### src/rtl/exp_pkg.sv
// Shared constants and types for the iterative shift-add exponential unit.
//   LN2_Q62 : ln(2) in unsigned Q2.62
//   LN_TBL  : LN_TBL[k] = ln(1 + 2^-k) in unsigned Q2.62, k = 1..30
//   state_t : controller states
package exp_pkg;

  localparam logic [63:0] LN2_Q62 = 64'h2C5C_85FD_F473_DE6A;

  typedef logic [30:1][63:0] ln_tbl_t;

  // ln(1 + 2^-k) via the alternating series sum((-1)^(n+1) * 2^(-n*k) / n),
  // accumulated in Q4.124 and truncated to Q2.62.
  function automatic logic [63:0] ln1p_pow2(input int unsigned k);
    logic [127:0] acc;
    logic [127:0] term;
    acc = '0;
    for (int unsigned n = 1; n * k <= 32'd124; n++) begin
      term = (128'(1) << (32'd124 - n * k)) / 128'(n);
      if (n[0]) acc = acc + term;
      else      acc = acc - term;
    end
    return 64'(acc >> 62);
  endfunction

  // Built from k = 30 down to 1 so entry k lands at packed index k.
  function automatic ln_tbl_t build_ln_tbl();
    ln_tbl_t t;
    t = '0;
    for (int unsigned k = 30; k >= 1; k--) t = {t[29:1], ln1p_pow2(k)};
    return t;
  endfunction

  localparam ln_tbl_t LN_TBL = build_ln_tbl();

  typedef enum logic [1:0] {
    S_IDLE = 2'd0,
    S_INT  = 2'd1,
    S_FRAC = 2'd2,
    S_DONE = 2'd3
  } state_t;

endpackage

### src/rtl/exp_step.sv
// One combinational shift-add step, shared by both phases.
//   x, y     : current residual and result
//   c        : constant to subtract (ln2 or ln(1+2^-k))
//   sh       : shift k for the add-shift mode
//   dbl      : 1 = integer phase (y*2), 0 = fractional phase (y + y>>k)
//   x_step_c : x - c (candidate residual)
//   y_step_c : stepped y (candidate result)
//   take_c   : x >= c, step should be applied
module exp_step #(
  parameter int unsigned W = 32
) (
  input  logic [W-1:0] x,
  input  logic [W-1:0] y,
  input  logic [W-1:0] c,
  input  logic [4:0]   sh,
  input  logic         dbl,
  output logic [W-1:0] x_step_c,
  output logic [W-1:0] y_step_c,
  output logic         take_c
);

  // Zero residual against an equal constant still takes the step.
  assign take_c   = (x >= c);
  assign x_step_c = x - c;
  assign y_step_c = dbl ? (y << 1) : (y + (y >> sh));

endmodule

### src/rtl/shift_add_exp_iter.sv
// Iterative fixed-point exp(x), unsigned Q(W-FRAC).FRAC, one step per clock:
// INT_STEPS ln2 subtractions (y doubles) then ITER ln(1+2^-k) subtractions
// (y += y>>k). Optional overflow saturation under macro EXP_OVF_EN.
//   clk, rst            : clock, synchronous active-high reset
//   in_valid/in_ready   : argument handshake, in_x argument
//   out_valid/out_ready : result handshake, out_y = exp(in_x)
//   out_resid           : final residual (error diagnostic)
//   busy                : controller not idle
//   ovf                 : overflow (tied 0 unless EXP_OVF_EN)
module shift_add_exp_iter
  import exp_pkg::*;
#(
  parameter int unsigned W         = 32,
  parameter int unsigned FRAC      = 24,
  parameter int unsigned INT_STEPS = 6,
  parameter int unsigned ITER      = 16
) (
  input  logic         clk,
  input  logic         rst,
  input  logic         in_valid,
  output logic         in_ready,
  input  logic [W-1:0] in_x,
  output logic         out_valid,
  input  logic         out_ready,
  output logic [W-1:0] out_y,
  output logic [W-1:0] out_resid,
  output logic         busy,
  output logic         ovf
);

  localparam int unsigned SH      = 62 - FRAC;
  localparam int unsigned CNT_MAX = (ITER > INT_STEPS) ? ITER : INT_STEPS;
  localparam int unsigned CNT_W   = $clog2(CNT_MAX + 1);
  localparam logic [W-1:0] LN2    = W'(LN2_Q62 >> SH);
  localparam logic [W-1:0] ONE    = W'(1) << FRAC;

  state_t             state, state_nxt;
  logic [W-1:0]       xr, yr, xr_nxt, yr_nxt;
  logic [CNT_W-1:0]   cnt, cnt_nxt;
  logic               out_valid_nxt, busy_nxt;
  logic [W-1:0]       out_y_nxt, out_resid_nxt;
  logic [W-1:0]       c_frac, c_sel, x_step, y_step, xr_adv, yr_adv;
  logic               take, dbl, last_int, last_frac;

`ifdef EXP_OVF_EN
  logic ovf_r, ovf_r_nxt, ovf_nxt;
`endif

  // Constant select for k = cnt as a priority chain over the table.
  for (genvar k = 1; k <= ITER; k++) begin : g_c
    localparam logic [W-1:0] CK = W'(LN_TBL[k] >> SH);
    logic [W-1:0] acc;
    if (k == 1) begin : g_first
      assign acc = (cnt == CNT_W'(k)) ? CK : '0;
    end else begin : g_rest
      assign acc = (cnt == CNT_W'(k)) ? CK : g_c[k-1].acc;
    end
  end
  assign c_frac = g_c[ITER].acc;

  assign dbl       = (state == S_INT);
  assign c_sel     = dbl ? LN2 : c_frac;
  assign last_int  = (cnt == CNT_W'(INT_STEPS - 1));
  assign last_frac = (cnt == CNT_W'(ITER));

  exp_step #(.W(W)) u_step (
    .x        (xr),
    .y        (yr),
    .c        (c_sel),
    .sh       (5'(cnt)),
    .dbl      (dbl),
    .x_step_c (x_step),
    .y_step_c (y_step),
    .take_c   (take)
  );

  assign xr_adv = take ? x_step : xr;
  assign yr_adv = take ? y_step : yr;

  // Next-state and datapath control.
  always_comb begin
    state_nxt     = state;
    xr_nxt        = xr;
    yr_nxt        = yr;
    cnt_nxt       = cnt;
    out_valid_nxt = out_valid;
    out_y_nxt     = out_y;
    out_resid_nxt = out_resid;
    in_ready      = 1'b0;
    case (state)
      S_IDLE: begin
        in_ready = 1'b1;
        if (in_valid) begin
          xr_nxt    = in_x;
          yr_nxt    = ONE;
          cnt_nxt   = '0;
          state_nxt = S_INT;
        end
      end
      S_INT: begin
        xr_nxt = xr_adv;
        yr_nxt = yr_adv;
        if (last_int) begin
          cnt_nxt   = CNT_W'(1);
          state_nxt = S_FRAC;
        end else begin
          cnt_nxt = cnt + CNT_W'(1);
        end
      end
      S_FRAC: begin
        xr_nxt = xr_adv;
        yr_nxt = yr_adv;
        if (last_frac) begin
          state_nxt     = S_DONE;
          out_valid_nxt = 1'b1;
          out_resid_nxt = xr_adv;
`ifdef EXP_OVF_EN
          out_y_nxt     = ovf_r ? '1 : yr_adv;
`else
          out_y_nxt     = yr_adv;
`endif
        end else begin
          cnt_nxt = cnt + CNT_W'(1);
        end
      end
      S_DONE: begin
        if (out_ready) begin
          in_ready      = 1'b1;
          out_valid_nxt = 1'b0;
          state_nxt     = S_IDLE;
          // Back-to-back: accept the next argument in the handshake cycle.
          if (in_valid) begin
            xr_nxt    = in_x;
            yr_nxt    = ONE;
            cnt_nxt   = '0;
            state_nxt = S_INT;
          end
        end
      end
      default: state_nxt = S_IDLE;
    endcase
    busy_nxt = (state_nxt != S_IDLE);
  end

  // State and output registers.
  always_ff @(posedge clk) begin
    if (rst) begin
      state     <= S_IDLE;
      xr        <= '0;
      yr        <= '0;
      cnt       <= '0;
      out_valid <= 1'b0;
      out_y     <= '0;
      out_resid <= '0;
      busy      <= 1'b0;
    end else begin
      state     <= state_nxt;
      xr        <= xr_nxt;
      yr        <= yr_nxt;
      cnt       <= cnt_nxt;
      out_valid <= out_valid_nxt;
      out_y     <= out_y_nxt;
      out_resid <= out_resid_nxt;
      busy      <= busy_nxt;
    end
  end

`ifdef EXP_OVF_EN
  // Overflow: residual still >= ln2 once the integer phase is exhausted.
  always_comb begin
    ovf_r_nxt = ovf_r;
    ovf_nxt   = ovf;
    if (state == S_INT && last_int)    ovf_r_nxt = (xr_adv >= LN2);
    if (state == S_FRAC && last_frac)  ovf_nxt   = ovf_r;
    if (state == S_DONE && out_ready)  ovf_nxt   = 1'b0;
  end

  always_ff @(posedge clk) begin
    if (rst) begin
      ovf_r <= 1'b0;
      ovf   <= 1'b0;
    end else begin
      ovf_r <= ovf_r_nxt;
      ovf   <= ovf_nxt;
    end
  end
`else
  assign ovf = 1'b0;
`endif

endmodule

### config.mk
export PLATFORM = sky130hd
export DESIGN_NAME = shift_add_exp_iter
export DESIGN_NICKNAME = d
export VERILOG_FILES = /design/src/rtl/exp_pkg.sv /design/src/rtl/exp_step.sv /design/src/rtl/shift_add_exp_iter.sv
export SDC_FILE = /design/constraint.sdc
export NUM_CORES = 1
export LEC_CHECK = 0
export ABC_AREA = 1
export CORE_ASPECT_RATIO = 0.9
export CORE_MARGIN = 2
export CORE_UTILIZATION = 50
export DETAILED_ROUTE_END_ITERATION = 10
export PLACE_DENSITY_LB_ADDON = 0.25
export SLEW_MARGIN = 20
export SYNTH_ARGS = -nofsm -noshare
export SYNTH_HDL_FRONTEND = slang
export SYNTH_HIERARCHICAL = 1
export SYNTH_SLANG_ARGS = --single-unit
### constraint.sdc
create_clock -name clk -period 8.7 [get_ports clk]
set_input_delay 0.87 -clock clk [delete_from_list [all_inputs] [get_ports clk]]
set_output_delay 0.87 -clock clk [all_outputs]
set_load 0.03 [all_outputs]
# After elaboration in Yosys (flattened, before gate mapping)
# Cells that the tools add are included.
# word_totals
in_bits	36
word_cells	84
ff_bits	137
output_inout_bits	68
# op_classes
muxes	42
n_addsub	3
eq_ne	22
n_lt_le_gt_ge	1
reduce_logical	7
shift	1
# op_table
op	count
23-bit two-way mux	16
32-bit two-way mux	7
32-bit one-hot mux with 3 select lines	2
5-bit by 4-bit == test with 1-bit output, second input constant	8
32-bit adder	1
32-bit by 24-bit >= comparator with 1-bit output	1
32-bit by 5-bit >> shifter with 32-bit output	1
32-bit by 24-bit subtractor with 32-bit output	1
24-bit two-way mux	1
5-bit by 3-bit == test with 1-bit output, second input constant	4
5-bit two-way mux	4
5-bit one-hot mux with 4 select lines	1
5-bit by 2-bit == test with 1-bit output, second input constant	2
2-bit two-way mux	4
2-bit one-hot mux with 4 select lines	1
2-bit != test, second input constant	3
5-bit by 1-bit adder with 5-bit output, second input constant	1
5-bit by 1-bit == test with 1-bit output, second input constant	1
5-bit == test, second input constant	1
2-bit == test, second input constant	2
1-bit two-way mux	4
1-bit one-hot mux with 2 select lines	2
2-bit AND reduction	2
2-bit nonzero test	2
4 further kinds	4

# Longest topological paths before layout
# Gate-level depths: netlist (run 1).
# logic_depth
depth_word	21
depth_mapped	28
mapped_depth_nobuf	27

# Hierarchy
# Netlist (run 1), hierarchy kept.
# by_module_without_submodules
module	seq_area_each_um2	n_inst	cells_each	area_each_um2
shift_add_exp_iter	2742.6	1	953	6731.5
exp_step	0.0	1	1342	6618.8

# Least setup slack after synthesis (run 1)
# No wires, ideal clock.
# synth_path
path_kind	flip-flop to flip-flop
start	register cnt[0]
end	register xr[25]
required_time_ns	8.579
n_path_buf	3
slack_ns	4.896
setup_ns	0.121
synth_period_minus_slack_ns	3.804
path_stages_with_launch	28
t_arrival_ns	3.683
path_cell_list	dfxtp_1 -> ha_1 -> inv_1 -> nor2_1 -> ha_1 -> inv_1 -> nand2_1 -> nor2_2 -> nand2_2 -> inv_1 -> o21ai_0 -> ha_1 -> fa_1 -> inv_1 -> nand3_1 -> nand2_1 -> nand2_1 -> nand2_1 -> nand2_1 -> nand2_1 -> nand2_1 -> nand3_1 -> buf_2 -> buf_2 -> buf_2 -> o21ai_0 -> o22ai_1 -> a21oi_1
# synth_between
elab_chain_cells	21
elab_cells_between_ends	37
classes_between	1 x add/sub; 1 x order compare; 16 x eq/ne; 19 x mux
# synth_lines
item	line	text
from (decl)	shift_add_exp_iter.sv:39	logic [CNT_W-1:0] cnt, cnt_nxt;
from (signal assigned)	shift_add_exp_iter.sv:160	cnt <= cnt_nxt;
5-bit by 1-bit == test with 1-bit output	shift_add_exp_iter.sv:54	assign acc = (cnt == CNT_W'(k)) ? CK : '0;
23-bit two-way mux	shift_add_exp_iter.sv:54	
23-bit two-way mux (14 in series)	shift_add_exp_iter.sv:56	assign acc = (cnt == CNT_W'(k)) ? CK : g_c[k-1].acc;
23-bit two-way mux *	shift_add_exp_iter.sv:56	
24-bit two-way mux *	shift_add_exp_iter.sv:62	assign c_sel = dbl ? LN2 : c_frac;
named net c_sel[0]	shift_add_exp_iter.sv:42	logic [W-1:0] c_frac, c_sel, x_step, y_step, xr_adv, yr_adv;
32-bit by 24-bit >= comparator with 1-bit output *	exp_step.sv:23	assign take_c = (x >= c);
named net take	shift_add_exp_iter.sv:43	logic take, dbl, last_int, last_frac;
32-bit two-way mux *	shift_add_exp_iter.sv:77	assign xr_adv = take ? x_step : xr;
32-bit one-hot mux with 3 select lines *	shift_add_exp_iter.sv:90	case (state)
to (signal assigned)	shift_add_exp_iter.sv:158	xr <= xr_nxt;
to (decl)	shift_add_exp_iter.sv:38	logic [W-1:0] xr, yr, xr_nxt, yr_nxt;
# Mark *: on every way through the listed nets, which the timed path passes. The rest lies on a longest branch.
# A chain may end at the register's enable or synchronous reset.

# Worst setup path after layout (run 1)
# layout_path
start	register cnt[0]
end	register xr[12]
# Same word-level chain as after synthesis.

==> flow_metrics.tcl, run 1 <==
set metrics [dict create \
    ios 104 \
    root_buffer "clkbuf_16" \
    die_h_um 159 \
    antenna_cells 0 \
    seqPwrFrac_pct 18.5 \
    hp-class "reg2reg" \
    rsz0062_at_grt "no" \
    setup_viol 0 \
    placed_cell_area_um2 14400 \
    synth_common_cells "811 x nand2_1, 271 x inv_1, 211 x a21oi_1" \
    end_kind "flip-flop" \
    arrival_ns 5.70 \
    regToRegStartpoint "cnt[0]" \
    synth_top_cell_area_share_pct 22.8 \
    final_nets 2447 \
    power_frac_clock_pct 17.2 \
    leakage_nw 7.04 \
    wl_met3_um 3780 \
    syn_inst 2295 \
    tightest_slew_ns 1.07 \
    p_total_mw 4.38 \
    synth_cell_types 54 \
    setup_tns_ns 0 \
    std_cell_rows 56 \
    portBuffers 102 \
    clockBufferDepth 2 \
    synth_edf_count 0 \
    grt_pass1_vias 13700 \
    drc_errors 0 \
    vias 15000 \
    start_kind "flip-flop" \
    async_flop_share_pct 0 \
    synth_area_leaders "nand2_1 23%, dfxtp_1 21%, a21oi_1 7.9%" \
    holdWs_ns 0.464 \
    p_comb_share_pct 64.3 \
    cts_hold_buf 0 \
    fill_cells 2685 \
    crit_start "cnt[0]" \
    gp_congestion 0.964 \
    area_growth_pct 12.2 \
    max_clock_freq_ghz 0.185 \
    drive_above_1_share_pct 6.55 \
    placed_cells_incl_taps 2666 \
    start_util_pct 51.1 \
    power_density_nw_per_um2 292 \
    power.switching_mw 2.36 \
    setup_ws_ns 3.30 \
    ir_worst_vdd_mv 0.337 \
    clkSinkCount 137 \
    drv_slew 0 \
    crit_type "reg2reg" \
    p_int_mw 2.02 \
    clock_latency_ns 0.44 \
    core_area_um2 26100 \
    ys.flop_type "dfxtp_1" \
    wl_per_cell_um 17.1 \
    wl_met1_um 22200 \
    slew_headroom_pct 28.3 \
    first_pass_iters 6 \
    antenna_found_initial 0 \
    grt_use_total_pct 32.6 \
    status "completed" \
    dieArea_um2 28000 \
    final_cells 2698 \
    ys_seq_elements 137 \
    die_width_um 176 \
    grt_overflow 0 \
    cts_htree_levels 4 \
    p_sw_share_pct 54.0 \
    max_cap_violations 0 \
    skew_ns 0.0182 \
    hold_viol 0 \
    cts.clk_slew.worst_paths_ns 0.06 \
    cp_data_required_time_ns 9.00 \
    period_minus_slack_ns 5.40 \
    top_layer_used "met4" \
    synthesis.area_um2 13400 \
    synth_top_area_cell "nand2_1" \
    tritoncts "done" \
    final_util_pct 57.3 \
    dr.first_iter.drc_count 1433 \
    pre_cts_ws_ns 3.41 \
    post_cts_resized 0 \
    reg2reg_depth 26 \
    wirelength_um 46200 \
    grt_pass1_wl_um 73700 \
    cp_max_fo 96 \
    yosysMostFrequentCell "nand2_1" \
    cts_made_buffers 17 \
    synth-warning-count 6 \
    avgSynthCellArea_um2 5.82 \
    hpwl_um 34900 \
    drtAntennaViolNets 0 \
    min_period_over_period_pct 62.1 \
    grt_max_degree 103 \
    hp-start "out_resid[26]" \
    cts_setup_buffers 0 \
    avgViaCountPerCell 5.55 \
    synth.yosys.seq_area_share_pct 20.5 \
    met2WireLength_um 19300 \
    final_cell_area_um2 15000 \
    holdPathStages 2 \
]
cell usage in the layout (no fill, tap or decap), drive strengths merged, types with 3 or more instances in the layout:
cell / count
nand2: 827
inv: 287
o21ai: 177
nor3: 21
a21oi: 212
clkinv: 5
clkbuf: 18
nand4: 16
conb: 9
o22ai: 31
ha: 72
buf: 13
o211ai: 16
nand3: 145
nand3b: 4
nor2: 151
o21a: 3
mux2: 31
or2: 16
xnor2: 8
dfxtp: 137
a31oi: 4
clkdlybuf4s50: 101
a21o: 5
xor2: 19
o21bai: 4
and2: 5
power by group through the flow:
stage          logic, mW  clock network, mW  registers [mW]
2_1_floorplan       2.04                  0           0.786
3_3_place_gp        2.70                  0           0.817
3_5_place_dp        2.71                  0           0.820
4_1_cts             2.74              0.763           0.808
5_1_grt             3.11              0.796           0.821
6_report            2.82              0.755           0.811
layer usage:
metal	track usage, %	vias up
met4	8.34	0
met3	6.42	57
met1	48.1	6805
li1	-	7488
met2	48.0	618
met5	0	-
worst paths after layout:
path	end	slack (ns)
worst min register to register	out_resid[26]	0.46
worst max-delay path	xr[12]	3.30
worst min-delay path	out_resid[26]	0.46
worst max register to register	xr[12]	3.30
sequential cells by signal (all words and copies together) (netlist names):
name and count:
out_resid 32, out_y 32, xr 32, yr 32, cnt 5, state 2, busy 1, out_valid 1
area by class of cell:
cell class	instances	area (um^2)	share of cell area (%)
clock buffer	18	439	2.93
clock inverter	14	161	1.08
inverter	282	1070	7.12
multi-input combinational	1785	9020	60.2
sequential	137	2740	18.3
tap	348	435	2.91
timing repair buffer	114	1110	7.43
cell families after synthesis:
| kind of cell | synth area share (%) |
|---|---|
| AND/OR/NAND/NOR | 37.0 |
| AO/OA/AOI/OAI | 18.6 |
| buffers and inverters | 12.3 |
| flip-flops | 20.5 |
| adder cells (fa/ha/maj) | 7.05 |
| multiplexers | 2.76 |
| XOR/XNOR | 1.77 |
| other | 0.0281 |
critical path, cell delays in order, from the launching register on:
cell and delay, ns:
dfxtp_1 0.29, buf_4 0.28, ha_1 0.30, inv_1 0.11
nor2_1 0.06, ha_1 0.22, inv_1 0.20, nand2_1 0.14
nor2_2 0.17, nand2_2 0.10, inv_1 0.09, o21ai_0 0.08
ha_1 0.28, fa_1 0.42, inv_1 0.08, nand3_1 0.06
nand2_1 0.16, nand2_1 0.07, nand2_1 0.17, nand2_1 0.08
nand2_1 0.10, nand2_1 0.09, nand3_4 0.08, buf_4 0.80
o21ai_0 0.42, o22ai_1 0.26, a21oi_1 0.09
Power figures use the tool's default switching activity.
==> run 2: changes to the inputs <==
- clock period: 8.7 -> 5 ns (I/O delays scaled with it)
==> run 2 against run 1 <==
Net effect: clock power grew 72%; maximum frequency grew 16%; largest power group unchanged; highest routed layer unchanged; routed wire length down 1.4%; via count increased by 0.11%; critical path type unchanged.
==> flow_metrics.tcl, run 2 (synthesis results as in run 1) <==
set metrics [dict create \
    status "completed" \
    cts_htree_levels 4 \
    end_kind "flip-flop" \
    final_cells 2702 \
    r2r_slack_ns 0.33 \
    cts.clk_slew.worst_paths_ns 0.08 \
    die_width_um 176 \
    path_buf_inv 4 \
    final_cell_area_um2 15000 \
    reg2reg_depth 26 \
    critPathMaxStageDelay_ns 0.47 \
    drv_slew 0 \
    final_cell_mix "811 x nand2_1, 270 x inv_1, 211 x a21oi_1" \
    ios 104 \
    root_buffer "clkbuf_16" \
    cts_made_buffers 17 \
    cp_max_fo 43 \
    crit_type "reg2reg" \
    area_growth_pct 12.3 \
    wl_per_cell_um 16.9 \
    power_frac_clock_pct 17.2 \
    holdPathStages 2 \
    placed_cell_area_um2 14400 \
    first_pass_iters 6 \
    gp_congestion 1.00 \
    drtAntennaViolNets 0 \
    seqPwrFrac_pct 18.6 \
    grt_pass1_vias 13400 \
    tightest_slew_ns 1.14 \
    slew_headroom_pct 24.1 \
    std_cell_rows 56 \
    path_common_cell "nand2_1" \
    antenna_found_initial 0 \
    cts_setup_buffers 0 \
    tritoncts "done" \
    final_common_cell "nand2_1" \
    multi_input_area_um2 9020 \
    grt_use_total_pct 31.8 \
    arrival_ns 4.93 \
    post_cts_resized 0 \
    holdWs_ns 0.464 \
    clockBufferDepth 2 \
    max_clock_freq_ghz 0.214 \
    clock_latency_ns 0.43 \
    rsz0062_at_grt "no" \
    cp_slowest_cell "buf_4" \
    vias 15000 \
    avgViaCountPerCell 5.55 \
    core_area_um2 26100 \
    start_util_pct 51.1 \
    cp_top_family "simple AND/OR/NAND/NOR gates" \
    max_cap_violations 0 \
    hold_viol 0 \
    grt_overflow 0 \
    hpwl_um 34800 \
    placed_cells_incl_taps 2670 \
    drive_above_1_share_pct 6.71 \
    setup_viol 0 \
    p_comb_share_pct 64.3 \
    hp-class "reg2reg" \
    grt_pass1_wl_um 72300 \
    setup_tns_ns 0 \
    ir_worst_vdd_mv 0.498 \
    cts_hold_buf 0 \
    min_period_over_period_pct 93.4 \
    start_kind "flip-flop" \
    final_nets 2451 \
    p_int_mw 3.49 \
    setup_ws_ns 0.331 \
    leakage_nw 7.05 \
    p_sw_share_pct 53.9 \
    layout.area.seq_um2 2740 \
    grt_max_degree 103 \
    drc_errors 0 \
    power.switching_mw 4.08 \
    dieArea_um2 28000 \
    skew_ns 0.0183 \
    portBuffers 102 \
    pre_cts_ws_ns 0.517 \
    clkSinkCount 137 \
    die_h_um 159 \
    antenna_cells 0 \
    power_density_nw_per_um2 505 \
    dr.first_iter.drc_count 1485 \
    fill_cells 2630 \
    wirelength_um 45500 \
    path_depth 26 \
    cp_data_required_time_ns 5.26 \
    period_minus_slack_ns 4.67 \
]
## run 2: cell count changes in the layout (fill, tap and decap cells not counted)
cell        before  now
buf_6            1    0
bufinv_16        2    1
clkinv_4         4    1
buf_4           12   17
clkinvlp_4       2    4
clkinv_2         1    0
clkbuf_8         1    2
inv_6            4    6
## run 2: per-layer routing
metal  track usage (%)  share of wire, %
met5                 0                 0
met4              6.27               1.6
met3              5.23               8.2
met2              46.9                42
met1              48.4                48
## run 2: final cells by class
cell class	instances	share of cell area [%]
inverter	282	7.11
tap	348	2.91
sequential	137	18.3
multi-input combinational	1785	60.2
clock buffer	19	3.02
clock inverter	13	0.885
timing repair buffer	118	7.60
## run 2: worst min-delay path: cells and delay by family, from the launching register on
family | cells | cell delay, ns
flops | 1 | 0.31
simple gates | 1 | 0.06
compound gates | 1 | 0.05
## run 2: power by group through the flow
stage / clock network, mW / logic [mW] / registers [mW]
after CTS: 1.31 / 4.75 / 1.40
after global routing: 1.36 / 5.38 / 1.42
after floorplan: 0 / 3.54 / 1.37
after global placement: 0 / 4.70 / 1.42
final: 1.30 / 4.86 / 1.40
after detailed placement: 0 / 4.71 / 1.42
## run 2: final timing paths
kind | start | to
setup / recovery | cnt[0] | yr[20]
setup reg to reg | cnt[0] | yr[20]
hold reg to reg | out_y[3] | out_y[3]
hold / removal | out_y[3] | out_y[3]
## run 2: stage by stage
stage               total power [mW]  util, %
finish                          7.56     57.3
global route                    8.16     57.3
CTS                             7.46     57.3
detailed placement              6.13     55.1
global placement                6.12     55.1
floorplan                       4.91        -
==> run 3: changes to the inputs <==
- CAP_MARGIN: default -> 40
- SLEW_MARGIN: 20 -> 0
- TNS_END_PERCENT: default -> 20
==> run 3 against run 2 <==
Net effect: register-to-register slack improved by 0.08 ns; clock skew decreased by 0.0087 ns; final cell count increased by 0.11%; sequential share of layout area decreased by 0.085 points; die area unchanged; worst setup slack improved by 0.079 ns; largest power group unchanged.
==> flow_metrics.tcl, run 3 (synthesis results as in run 1) <==
set metrics [dict create \
    first_pass_iters 6 \
    cts_setup_buffers 0 \
    max_cap_violations 0 \
    arrival_ns 4.87 \
    holdWs_ns 0.458 \
    holdPathStages 2 \
    antenna_found_initial 0 \
    p_total_mw 7.56 \
    setup_viol 0 \
    clock_latency_ns 0.44 \
    critPathMaxStageDelay_ns 0.45 \
    start_util_pct 51.1 \
    placed_cells_incl_taps 2673 \
    std_cell_rows 56 \
    final_cells 2705 \
    wirelength_um 45000 \
    grt_overflow 0 \
    drc_errors 0 \
    ios 104 \
    final_common_cell "nand2_1" \
    drtAntennaViolNets 0 \
    die_h_um 159 \
    end_kind "flip-flop" \
    post_cts_resized 0 \
    root_buffer "clkbuf_16" \
    cp_slowest_cell "buf_4" \
    rsz0062_at_grt "no" \
    cts.clk_slew.worst_paths_ns 0.06 \
    crit_type "reg2reg" \
    drive_above_1_share_pct 6.79 \
    vias 15000 \
    cts_htree_levels 4 \
    clkSinkCount 137 \
    hold_viol 0 \
    top_layer_used "met5" \
    wl_met3_um 4130 \
    final_nets 2454 \
    grt_pass1_wl_um 71100 \
    min_period_over_period_pct 91.8 \
    cts_hold_buf 0 \
    status "completed" \
    cts_made_buffers 17 \
    slew_headroom_pct 47.5 \
    met2WireLength_um 18500 \
    clockBufferDepth 2 \
    cp_data_required_time_ns 5.28 \
    hp-class "in2reg" \
    drv_slew 0 \
    dieArea_um2 28000 \
    avgViaCountPerCell 5.54 \
    hp-start "rst" \
    tightest_slew_ns 0.787 \
    final_cell_mix "811 x nand2_1, 271 x inv_1, 211 x a21oi_1" \
    ir_worst_vdd_mv 0.500 \
    reg2reg_depth 27 \
    gp_congestion 1.00 \
    die_width_um 176 \
    hpwl_um 35100 \
    period_minus_slack_ns 4.59 \
    core_area_um2 26100 \
    wl_met1_um 21500 \
    cp_max_fo 43 \
    max_clock_freq_ghz 0.218 \
    grt_max_degree 79 \
    power_density_nw_per_um2 502 \
    start_kind "flip-flop" \
    antenna_cells 0 \
    portBuffers 102 \
    dr.first_iter.drc_count 1784 \
    r2r_slack_ns 0.41 \
    tritoncts "done" \
    path_common_cell "nand2_1" \
    leakage_nw 7.09 \
    skew_ns 0.00961 \
    area_growth_pct 12.8 \
    grt_use_total_pct 31.5 \
    regToRegStartpoint "cnt[0]" \
    grt_pass1_vias 13400 \
    wl_per_cell_um 16.6 \
    holdPathEnd "out_resid[3]" \
    setup_tns_ns 0 \
    final_util_pct 57.6 \
    timing.rr.end "yr[24]" \
]
==> run 3: layout make-up <==
class | count | area, um^2
Clock buffer | 18 | 439
Clock inverter | 14 | 146
Fill cell | 2670 | 11100
Inverter | 282 | 1070
Multi-Input combinational cell | 1785 | 9020
Sequential cell | 137 | 2740
Tap cell | 348 | 435
Timing Repair Buffer | 121 | 1210
==> run 3: per-layer routing <==
metal | vias up | GRT usage [%]
li1 | 7510 | -
met1 | 6773 | 46.8
met2 | 648 | 45.1
met3 | 58 | 7.28
met4 | 2 | 8.08
met5 | - | 1.74
==> run 3: per-stage QoR <==
stage	cell area, um^2	worst slack (ns)
3_5_place_dp	14500	0.609
3_3_place_gp	14400	0.581
2_1_floorplan	13400	1.20
6_report	15100	0.409
5_1_grt	15100	0.0584
4_1_cts	15100	0.576
==> run 3: power breakdown <==
part           switching (mW)  internal (mW)
Clock                   0.523          0.748
Combinational            3.35           1.53
Sequential              0.159           1.24
Total                    4.04           3.52
==> run 3: worst max-delay path by stage <==
stage               startpoint        end  slack (ns)  cells after the start
global route            cnt[1]     yr[24]        0.06                     25
global placement        cnt[0]  out_y[20]        0.58                     26
CTS                     cnt[0]     yr[24]        0.58                     27
detailed placement      cnt[0]     xr[27]        0.61                     25
floorplan               cnt[0]     xr[25]        1.20                     27
finish                  cnt[0]     yr[24]        0.41                     27
==> run 3: worst max-delay path, delay by kind of cell, from the launching register on <==
| kind | cells | cell delay, ns |
|---|---|---|
| AO/OA/AOI/OAI | 5 | 0.69 |
| AND/OR/NAND/NOR | 16 | 1.81 |
| adder cells (fa/ha/maj) | 2 | 0.65 |
| buffers and inverters | 4 | 0.83 |
| flip-flops | 1 | 0.42 |
==> patch, RTL diff (flow settings as in run 2) <==
Change the parameter `INT_STEPS` from 6 to 5.
--- a/src/rtl/shift_add_exp_iter.sv
+++ b/src/rtl/shift_add_exp_iter.sv
@@ -13,5 +13,5 @@
   parameter int unsigned W         = 32,
   parameter int unsigned FRAC      = 24,
-  parameter int unsigned INT_STEPS = 6,
+  parameter int unsigned INT_STEPS = 5,
   parameter int unsigned ITER      = 16
 ) (
Formal check against the unedited RTL: same outputs for any inputs over 10 cycles, from zero or initial values and one cycle with rst high; that may be too few to reach the edited logic, so the function may still have changed.
==> patch against run 2 <==
  * Routed wire length shrank 0.39%
  * Power grew 1.4%
  * Final area grew 0.15%
  * Maximum frequency is essentially flat
  * Die area shrank 0.70%
  * Non-clock buffer count grew 2
  * Combinational power grew 1%
  * Setup slack lost 4.4 ps
  * Sequential cell count is the same
  * Highest routed layer unchanged
  * Hold slack lost 2.7 ps
  * Area after synthesis shrank 0.71%
  * Count of clock-buffer cells in the layout grew 1
==> patch: results (changes against run 2) <==
Status
  – Outcome: finished, final reports clean (unchanged)

Place
  – Dpl ws: 482.5 ps (was 516.9 ps)
  – DPL Wire Length: 34580 µm (was 34810 µm)
  – Post-Place Cells: 2674 (was 2670)
  – DP Area: 14390 µm² (was 14400 µm²)
  – Placer Congestion: 0.9993 (was 1.001)
  – PortBufs: 102 (unchanged)

Yosys
  – Post-synthesis sequential area ratio: 20.69% (was 20.54%)
  – Top cells by area, synth: nand2_1, dfxtp_1, a21oi_1, inv_1, ha_1 (unchanged)
  – Cell variety after synth: 53 (was 54)
  – Synthesized area per cell: 5.773 µm² (was 5.817 µm²)
  – Synth cell count leaders: nand2_1, inv_1, a21oi_1, nor2_1, nand3_1 (was nand2_1, inv_1, a21oi_1, nor2_1)

Pwr
  – Static leakage: 7.079 nW (was 7.047 nW)
  – Comb pwr: 4.92 mW (was 4.86 mW)
  – Peak VDD IR: 0.0004525 V (was 0.0004976 V)
  – Net Switching: 4.065 mW (was 4.078 mW)
  – Tot Pwr: 7.670 mW (was 7.563 mW)
  – Clock group share of total power: 17.4% (was 17.2%)

CTS
  – Root Buffer: clkbuf_16 (unchanged)
  – Clk buf depth: 2 (unchanged)
  – Reg clk slew, reported paths: 60 ps (was 80 ps)
  – H-tree depth: 4 (unchanged)

Timing
  – Minimum hold slack: 461.7 ps (was 464.3 ps)
  – Fin worst setup slack: 326.3 ps (was 330.7 ps)
  – Clock Skew: 14.29 ps (was 18.27 ps)
  – Worst slew pin tran: 1123 ps (was 1137 ps)

Setup path
  – FF-to-FF path depth: 25 (was 26)
  – RR Startpoint: cnt[1] (was cnt[0])
  – Setup crit end: yr[24] (was yr[20])
  – Critical path data arrival time: 4940 ps (was 4930 ps)
  – Max FO, Critical Path: 35 (was 43)
  – CP max stage delay: 400 ps (was 470 ps)

Drt
  – Vias/cell: 5.563 (was 5.546)
  – Met2 wire length: 18110 µm (was 19010 µm)
  – Routed wl met3: 4187 µm (was 3721 µm)
  – DRT Pass-1 Iters: 7 (was 6)
  – WL final: 45350 µm (was 45530 µm)
  – Initial drt markers: 1585 (was 1485)
  – WL met1: 21790 µm (was 22070 µm)

Min path
  – Hold path endpoint: out_resid[31] (was out_y[3])
  – Worst Hold Depth: 1 (was 2)
  – Hold_sp: out_resid[31] (was out_y[3])

Global routing
  – First-pass GRT wire length: 71370 µm (was 72330 µm)
  – Vias in the first global route: 13.21k (was 13.43k)
  – Tot GR Track Use: 32.35% (was 31.81%)
  – M2 GR Usage: 45.33% (was 46.92%)
  – Met1 usage: 48.92% (was 48.36%)
  – GR Layer Usage met3: 6.256% (was 5.229%)

Finish
  – Share of cells above drive strength 1: 6.364% (was 6.712%)
  – # nets final: 2455 (was 2451)
patch: kinds of logic (layout without fill, tap and decap cells):
| logic type | count (synthesis) | count (layout) | synth area share [%] |
|---|---|---|---|
| muxes | 33 | 33 | 2.785 |
| other | 1 | 9 | 0.02829 |
| DFF | 137 | 137 | 20.69 |
| AOI/OAI and AO/OA | 449 | 449 | 18.45 |
| xor gates and xnor gates | 27 | 27 | 1.784 |
| adders and majority gates | 74 | 74 | 7.098 |
| and+or+nand+nor | 1194 | 1194 | 37.13 |
| buffers and inverters | 381 | 434 | 12.03 |
patch: cell type report:
class,instances,area [µm²]
clock buffers,20,466.7
clock inverters,11,146.4
fillers,2694,11050
inverters,283,1070
multi-input cells,1786,8980
flip-flops and latches,137,2743
well taps,348,435.4
repair buffers,120,1170
patch: timing repair:
action                                  CTS  global route
endpoints found under the setup margin    0             1
gates resized for setup                   0             1
hold buffers                              0             0
